--- config.mk ---
export PLATFORM = sky130hd
export DESIGN_NAME = clk_rst_seq
export DESIGN_NICKNAME = d
export VERILOG_FILES = /design/src/rtl/clk_rst_seq_pkg.sv /design/src/rtl/cdc_sync_bit.sv /design/src/rtl/clk_rst_seq.sv
export SDC_FILE = /design/constraint.sdc
export NUM_CORES = 1
export LEC_CHECK = 0
export ABC_CLOCK_PERIOD_IN_PS = 4200
export CAP_MARGIN = 0
export CORE_MARGIN = 1.5
export CORE_UTILIZATION = 60
export CTS_CLUSTER_SIZE = 20
export DETAILED_ROUTE_END_ITERATION = 7
export PLACE_DENSITY = 0.84
export REMOVE_ABC_BUFFERS = 1
export SLEW_MARGIN = 30
export SYNTH_ARGS = -nofsm -noshare
export SYNTH_HDL_FRONTEND = slang
export SYNTH_HIERARCHICAL = 1
export SYNTH_SLANG_ARGS = --single-unit
--- constraint.sdc ---
create_clock -name i_clk -period 4.2 [get_ports i_clk]
set_input_delay 0.42 -clock i_clk [delete_from_list [all_inputs] [get_ports i_clk]]
set_output_delay 0.42 -clock i_clk [all_outputs]
set_load 0.1 [all_outputs]
--- src/rtl/clk_rst_seq_pkg.sv ---
// Shared types and defaults for the reset sequencer: FSM states, the per-domain
// reset bundle and the state-to-output decode.
package clk_rst_seq_pkg;

  localparam int unsigned DefSyncStages  = 2;
  localparam int unsigned DefLockCycles  = 1024;
  localparam int unsigned DefStageGap    = 16;
  localparam int unsigned DefSwrstCycles = 32;

  typedef enum logic [2:0] {
    StHold,
    StWaitLock,
    StStable,
    StRelDbg,
    StRelSys,
    StRelPeriph,
    StRun,
    StSwrst
  } state_e;

  typedef struct packed {
    logic dbg_nrst;
    logic sys_nrst;
    logic periph_nrst;
    logic ready;
  } rst_out_t;

  function automatic int unsigned max3(input int unsigned a, input int unsigned b,
                                       input int unsigned c);
    int unsigned m;
    m = a;
    if (b > m) m = b;
    if (c > m) m = c;
    return m;
  endfunction

  // Ready tracks the peripheral release: it is the last domain to leave reset.
  // Debug stays released through a software reset.
  function automatic rst_out_t state_outputs(input state_e st);
    rst_out_t o;
    o = '0;
    case (st)
      StRelDbg, StSwrst: o.dbg_nrst = 1'b1;
      StRelSys: begin
        o.dbg_nrst = 1'b1;
        o.sys_nrst = 1'b1;
      end
      StRelPeriph, StRun: o = '1;
      default: o = '0;
    endcase
    return o;
  endfunction

endpackage

--- src/rtl/cdc_sync_bit.sv ---
// Multi-flop single-bit synchroniser with synchronous active-low clear.
module cdc_sync_bit #(
  parameter int unsigned STAGES = 2
) (
  input  logic clk_i,
  input  logic rst_ni,
  input  logic d_i,
  output logic q_o
);

  logic [STAGES-1:0] sync_q;

  always_ff @(posedge clk_i) begin
    if (!rst_ni) begin
      sync_q <= '0;
    end else begin
      sync_q <= {sync_q[STAGES-2:0], d_i};
    end
  end

  assign q_o = sync_q[STAGES-1];

endmodule

--- src/rtl/clk_rst_seq.sv ---
// Reset sequencer: qualifies PLL lock, then releases debug, system and peripheral
// resets in order; re-applies them on lock loss or a software reset request.
module clk_rst_seq
  import clk_rst_seq_pkg::*;
#(
  parameter int unsigned SYNC_STAGES  = DefSyncStages,
  parameter int unsigned LOCK_CYCLES  = DefLockCycles,
  parameter int unsigned STAGE_GAP    = DefStageGap,
  parameter int unsigned SWRST_CYCLES = DefSwrstCycles
) (
  input  logic i_clk,
  input  logic i_nrst,
  input  logic i_pll_locked,
  input  logic i_swrst_req,
  output logic o_dbg_nrst,
  output logic o_sys_nrst,
  output logic o_periph_nrst,
  output logic o_ready
);

  localparam int unsigned CntMax = max3(LOCK_CYCLES, STAGE_GAP, SWRST_CYCLES);
  localparam int unsigned CntW   = $clog2(CntMax) + 1;

  localparam logic [CntW-1:0] LockLast = CntW'(LOCK_CYCLES - 1);
  localparam logic [CntW-1:0] GapLast  = CntW'(STAGE_GAP - 1);
  localparam logic [CntW-1:0] SwLast   = CntW'(SWRST_CYCLES - 1);

  logic lock_s;

  cdc_sync_bit #(
    .STAGES(SYNC_STAGES)
  ) u_lock_sync (
    .clk_i (i_clk),
    .rst_ni(i_nrst),
    .d_i   (i_pll_locked),
    .q_o   (lock_s)
  );

  state_e          state_q, state_d;
  logic [CntW-1:0] cnt_q, cnt_d;
  rst_out_t        out_q;
  logic            restart;
  logic            count_en;

  always_comb begin
    state_d  = state_q;
    restart  = 1'b0;
    count_en = 1'b0;
    unique case (state_q)
      StHold: state_d = StWaitLock;
      StWaitLock: begin
        if (lock_s) state_d = StStable;
      end
      StStable: begin
        count_en = 1'b1;
        if (!lock_s) state_d = StWaitLock;
        else if (cnt_q == LockLast) state_d = StRelDbg;
      end
      StRelDbg: begin
        count_en = 1'b1;
        if (!lock_s) state_d = StWaitLock;
        else if (cnt_q == GapLast) state_d = StRelSys;
      end
      StRelSys: begin
        count_en = 1'b1;
        if (!lock_s) state_d = StWaitLock;
        else if (cnt_q == GapLast) state_d = StRelPeriph;
      end
      StRelPeriph: begin
        count_en = 1'b1;
        if (!lock_s) state_d = StWaitLock;
        else if (cnt_q == GapLast) state_d = StRun;
      end
      StRun: begin
        if (!lock_s) state_d = StWaitLock;
        else if (i_swrst_req) state_d = StSwrst;
      end
      StSwrst: begin
        count_en = 1'b1;
        // Lock loss wins over a new request; a new request re-arms the full pulse.
        if (!lock_s) state_d = StWaitLock;
        else if (i_swrst_req) restart = 1'b1;
        else if (cnt_q == SwLast) state_d = StRelSys;
      end
      default: state_d = StHold;
    endcase
  end

  // Shared counter: cleared on any transition, stops at its compare so never wraps.
  always_comb begin
    cnt_d = cnt_q;
    if ((state_d != state_q) || restart) begin
      cnt_d = '0;
    end else if (count_en) begin
      cnt_d = cnt_q + CntW'(1);
    end
  end

  always_ff @(posedge i_clk) begin
    if (!i_nrst) begin
      state_q <= StHold;
      cnt_q   <= '0;
      out_q   <= '0;
    end else begin
      state_q <= state_d;
      cnt_q   <= cnt_d;
      out_q   <= state_outputs(state_d);
    end
  end

  assign o_dbg_nrst    = out_q.dbg_nrst;
  assign o_sys_nrst    = out_q.sys_nrst;
  assign o_periph_nrst = out_q.periph_nrst;
  assign o_ready       = out_q.ready;

endmodule

* After elaboration in Yosys (flattened, before gate mapping)
Index checks and enable logic that the tools add are counted.
Word-level totals: register bits 20, latch bits 0, memory bits (writable) 0, bits in read-only memories 0, input bits 4, output and inout port bits 4, word-level logic and storage cells 54, memories kept 0
Operators by class: add/subtract/negate cells 1, multipliers 0, div/mod/pow operators 0, magnitude comparators 0, equal/unequal tests 16, shifts and indexed selects 0, muxes and demuxes 22, bitwise gates (word level) 1, reductions and logical operators 7
Operator list (count):
- $mux 3 | 14
- $eq 3x3->1 const B | 8
- $pmux 3 s8 | 1
- $add 11x1->11 const B | 1
- $eq 11x10->1 const B | 1
- $eq 11x4->1 const B | 1
- $eq 11x5->1 const B | 1
- $reduce_or 5->1 | 2
- $eq 3x2->1 const B | 3
- $mux 1 | 6
- $reduce_or 2->1 | 2
- $eq 3x1->1 const B | 1
- $logic_not 3->1 | 1
- $ne 3x3->1 | 1
- $reduce_or 3->1 | 1
- $mux 2 | 1
- $logic_or 1x1->1 | 1
- $not 1->1 | 1

* Longest topological paths before layout
word-level depth 8, depth in mapped cells 8, mapped depth without buffers 7

* Cells and area by module
Netlist, hierarchy kept.
By module, submodules not included:
- clk_rst_seq | times used 1, cells each 115, area each 965.9 sq um, seq. area each 340.3 sq um
- cdc_sync_bit | times used 1, cells each 4, area each 52.6 sq um, seq. area each 40.0 sq um

* Worst setup path after synthesis
Ideal clock, no wire load.
kind reg2reg, start point reg cnt_q[6], end point reg cnt_q[4], setup time 0.115 ns, data arrival time 1.878 ns, data required time 4.085 ns, path slack 2.208 ns, cell stages (with the launch flop) 8, path buffers 1, clock period less this slack 1.992 ns, path through dfxtp_1 > or4_4 > or4_1 > a21oi_1 > nor3_1 > o2111ai_2 > buf_6 > nor2_1
On the way: longest elaborated chain between the ends 8, elaborated cells between the ends (all ways) 18
Ends and longest elaborated chain:
- start: declaration | RTL line clk_rst_seq.sv:40 | logic [CntW-1:0] cnt_q, cnt_d;
- start signal: assignment | RTL line clk_rst_seq.sv:106 | cnt_q <= cnt_d;
- $eq 11x5->1 | RTL line clk_rst_seq.sv:83 | else if (cnt_q == SwLast) state_d = StRelSys;
- $mux 3 | RTL line clk_rst_seq.sv:83
- $mux 3 | RTL line clk_rst_seq.sv:82 | else if (i_swrst_req) restart = 1'b1;
- $mux 3 | RTL line clk_rst_seq.sv:81 | if (!lock_s) state_d = StWaitLock;
- $pmux 3 s8 (*) | RTL line clk_rst_seq.sv:49 | unique case (state_q)
- $ne 3x3->1 (*) | RTL line clk_rst_seq.sv:92 | if ((state_d != state_q) || restart) begin
- $logic_or 1x1->1 (*) | RTL line clk_rst_seq.sv:92
- $reduce_or 2->1 (no line) (*)
Mark *: on every way between the ends. The rest lies on a longest branch, timed or not. A chain may end at the register's enable or synchronous reset.

* Worst setup path in the final report
start point reg cnt_q[6], end point reg cnt_q[6]
On the way: longest elaborated chain between the ends 8, elaborated cells between the ends (all ways) 19
Ends and longest elaborated chain (RTL line):
- $eq 11x5->1 | clk_rst_seq.sv:83
- $mux 3 | clk_rst_seq.sv:83
- $mux 3 | clk_rst_seq.sv:82
- $mux 3 | clk_rst_seq.sv:81
- $pmux 3 s8 | clk_rst_seq.sv:49
- $ne 3x3->1 | clk_rst_seq.sv:92
- $logic_or 1x1->1 | clk_rst_seq.sv:92
- $reduce_or 2->1 (no line)
Parallel ways exist; a longest one is shown, timed or not.

==> impl_results.md <==
- Largest net degree at the start of global routing: 15
- Worst hold path class: reg -> reg
- P&R area growth vs syn: 7.13%
- Setup ws final: 1.87 ns
- Reg2Reg Depth: 6
- Leakage: 0.389 nW
- DR iter-0 viols: 25
- Actual slew at the worst max-slew pin: ~1.0 ns
- R2r endpoint: cnt_q[6]
- Drt total wl: 2120 um
- Sink Count: 19
- Io pins: 8
- IR drop worst, VDD: between 0.00015 and 0.0002 V
- Syn Inst Count: 119
- Type of origin of the critical path: flop
- ANT cells: 0
- Cell Pwr Density: approximately 270 mW/mm^2
- Final instance area: 0.00109 mm^2
- Hold path endpoint: u_lock_sync/sync_q[1]
- Post-place instance area: 0.00106 mm^2
- Layout cell share with drive strength beyond 1: 9.02%
- # DRC: 0
- DR vias: between 800 and 900
- Max incr delay on CP: 0.59 ns
- Bufs on Longest Clock Path: 2
- Stages on the worst setup path: 6
- Maximum clock rate: 0.429 GHz
- # rows: 14
- Slew Viols, Final: 0
- Post-synth EDFFs: 0
- Hold-critical path depth: 1
- TNS Setup: 0 ns
- Chip width: 44.2 um
- Hold Buf Count CTS: 0
- Die Area: slightly below 0.002 mm^2
- Area contributors post-synth: dfxtp_1 37%, xor2_1 6.9%, nor2_1 5.9%
- Hpwl dp: about 1600 um
- Initial antenna violation count: 0
- Total CTS buffers: 3
- Overflow left after global routing: 0
- Routed length per instance: 15.4 um
- RePlAce Congestion: 0.904
- Worst-path cell chain: or4_4, or4_1, a21oi_1, nor3_1, o2111ai_2, nor2_1
- CTS root buf: clkbuf_4
- Net Sw Power: 0.0662 mW
- RSZ-0062 raised after global routing: false
- DP Worst Slack: 1.83 ns
- Crit path max fanout: 11
- HP Start: u_lock_sync/sync_q[0]
- Via density: 6.24
- Core ar.: 0.00154 mm^2
- Final hold vios: 0
- Leading register cell type out of synthesis: dfxtp_1
- Setup CP Type: reg -> reg
- Post-layout net count: 128
- Largest area contributor in the netlist: dfxtp_1
- Comb pwr share: 6.0%
- Sequential area share after synthesis: 37.3%
- #FFs+latches synth: 19
- Top Family by Delay on Critical Path: simple AND/OR/NAND/NOR gates
- Vias in the first global route: 799
- Sw Ratio: 22.6%
- TritonCTS clock tree: built
- Part of the power in registers: 63.5%
- R2r setup slk: 1.87 ns
- Min Tclk post-route: 2.33 ns
- Slowest CP cell: or4_4
- Max-cap violations: 0
- H-Tree Depth: 1
- Part of the cycle the worst path needs: 55.5%
- PortBufs: 7
- RR Startpoint: cnt_q[6]
- P_int: around 0.23 mW
- Share of the synthesized area in the top cell type: 37.3%
- Final ANT Viol Nets: 0
- CP required: 4.36 ns
- WHS: ~0.45 ns
- Final setup vio count: 0
- Post-CTS Setup Bufs: 0
- Relative slew slack: 33.2%
- Synth warnings: 6
- Crit path buf inv count: 0
- Status: finished, final reports clean
- Synth async-reset ratio: 0%
- Clock transition at path regs: 0.11 ns
- Avg Cell Area, Syn: roughly 8.6 um^2
- Count of different cell masters after synthesis: 41
- Placed cells: between 100 and 150
- GR Util All Layers: 25.3%
- Final std cells w/o fill: around 140
- CP Capture Type: flop
- First-pass GRT wire length: between 3000 and 4000 um
- Worst Path Arrival: about 2.5 ns
- First-pass DRT Iterations: 4
- Clock power frac: 30.5%
- Fin Clk Skew: 0.0119 ns
- Worst skew pair latency: 0.29 ns
- Die Span Y: approximately 44 um
- Post-cts resize count: 0
- Initial Utilization: between 60% and 70%
- Mapped Area: about 0.0010 mm^2
==> per-stage QoR <==
step / power (mW) / utilization [%]
2_1_floorplan: 0.201 / -
3_3_place_gp: 0.207 / 69.1
3_5_place_dp: 0.208 / 69.1
4_1_cts: 0.295 / 70.8
5_1_grt: 0.303 / 70.8
6_report: 0.293 / 70.8
==> cells in the final DEF, fill, tap and decap left out, types with 4 or more instances in the layout <==
cell type,synthesis,final
clkdlybuf4s50_1,0,7
a21oi_1,5,5
dfxtp_1,19,19
inv_1,4,4
nand2_1,6,6
xor2_1,8,8
nor2_1,16,16
nand3_1,4,4
nor3_1,4,4
o21ai_0,4,4
==> routing by layer <==
metal  up-vias  global-route usage [%]  part of all wire [%]
met3         2                    4.08                   4.0
met1       410                    33.3                    46
met2        24                    40.3                    49
met5         -                       0                     0
met4         0                    12.1                  0.99
li1        425                       -                     -
==> cells by family (layout without fill, tap and decap cells) <==
logic type      after synthesis  after routing  share of synthesized area, %
flops                        19             19                          37.3
simple gates                 50             50                          27.2
fa+ha+maj                     1              1                          1.23
buf+inv                      12             15                          5.77
mux                           3              3                          3.07
xor+xnor                     11             11                          9.46
compound gates               23             23                          16.0
==> power by group through the flow <==
stage,Sequential [mW],Combinational (mW),Clock [mW]
final,0.186,0.0176,0.0893
after detailed placement,0.190,0.0174,0
after CTS,0.186,0.0175,0.0919
after floorplan,0.190,0.0103,0
after global routing,0.187,0.0192,0.0971
after global placement,0.190,0.0168,0
==> registers in the layout, summed over array words and instances, names as in the netlist <==
name / flops
u_lock_sync/sync_q: 2
o_sys_nrst: 1
o_dbg_nrst: 1
cnt_q: 11
state_q: 3
o_periph_nrst: 1
==> cells in the mapped netlist, drive strengths merged, types with 4 or more instances <==
| cell type | count |
|---|---|
| a21oi | 5 |
| buf | 4 |
| clkbuf | 4 |
| dfxtp | 19 |
| inv | 4 |
| nand2 | 6 |
| nand3 | 4 |
| nor2 | 16 |
| nor3 | 4 |
| o21ai | 5 |
| xor2 | 8 |
==> worst max path at each step <==
stage               slack (ns)       end   startpoint
CTS                       1.88  cnt_q[6]     cnt_q[6]
global route              1.68  cnt_q[7]     cnt_q[0]
floorplan                 2.13  cnt_q[0]     cnt_q[6]
global placement          1.91  cnt_q[4]  i_swrst_req
finish                    1.87  cnt_q[6]     cnt_q[6]
detailed placement        1.83  cnt_q[6]  i_swrst_req
==> cell type report <==
cell class | count | area (um^2)
Sequential cell | 19 | 380
Fill cell | 134 | 450
Tap cell | 16 | 20.0
Timing Repair Buffer | 7 | 70.1
Clock buffer | 4 | 26.3
Inverter | 4 | 15.0
Multi-Input combinational cell | 88 | 579
No activity file was read; power rests on OpenSTA's default activity.
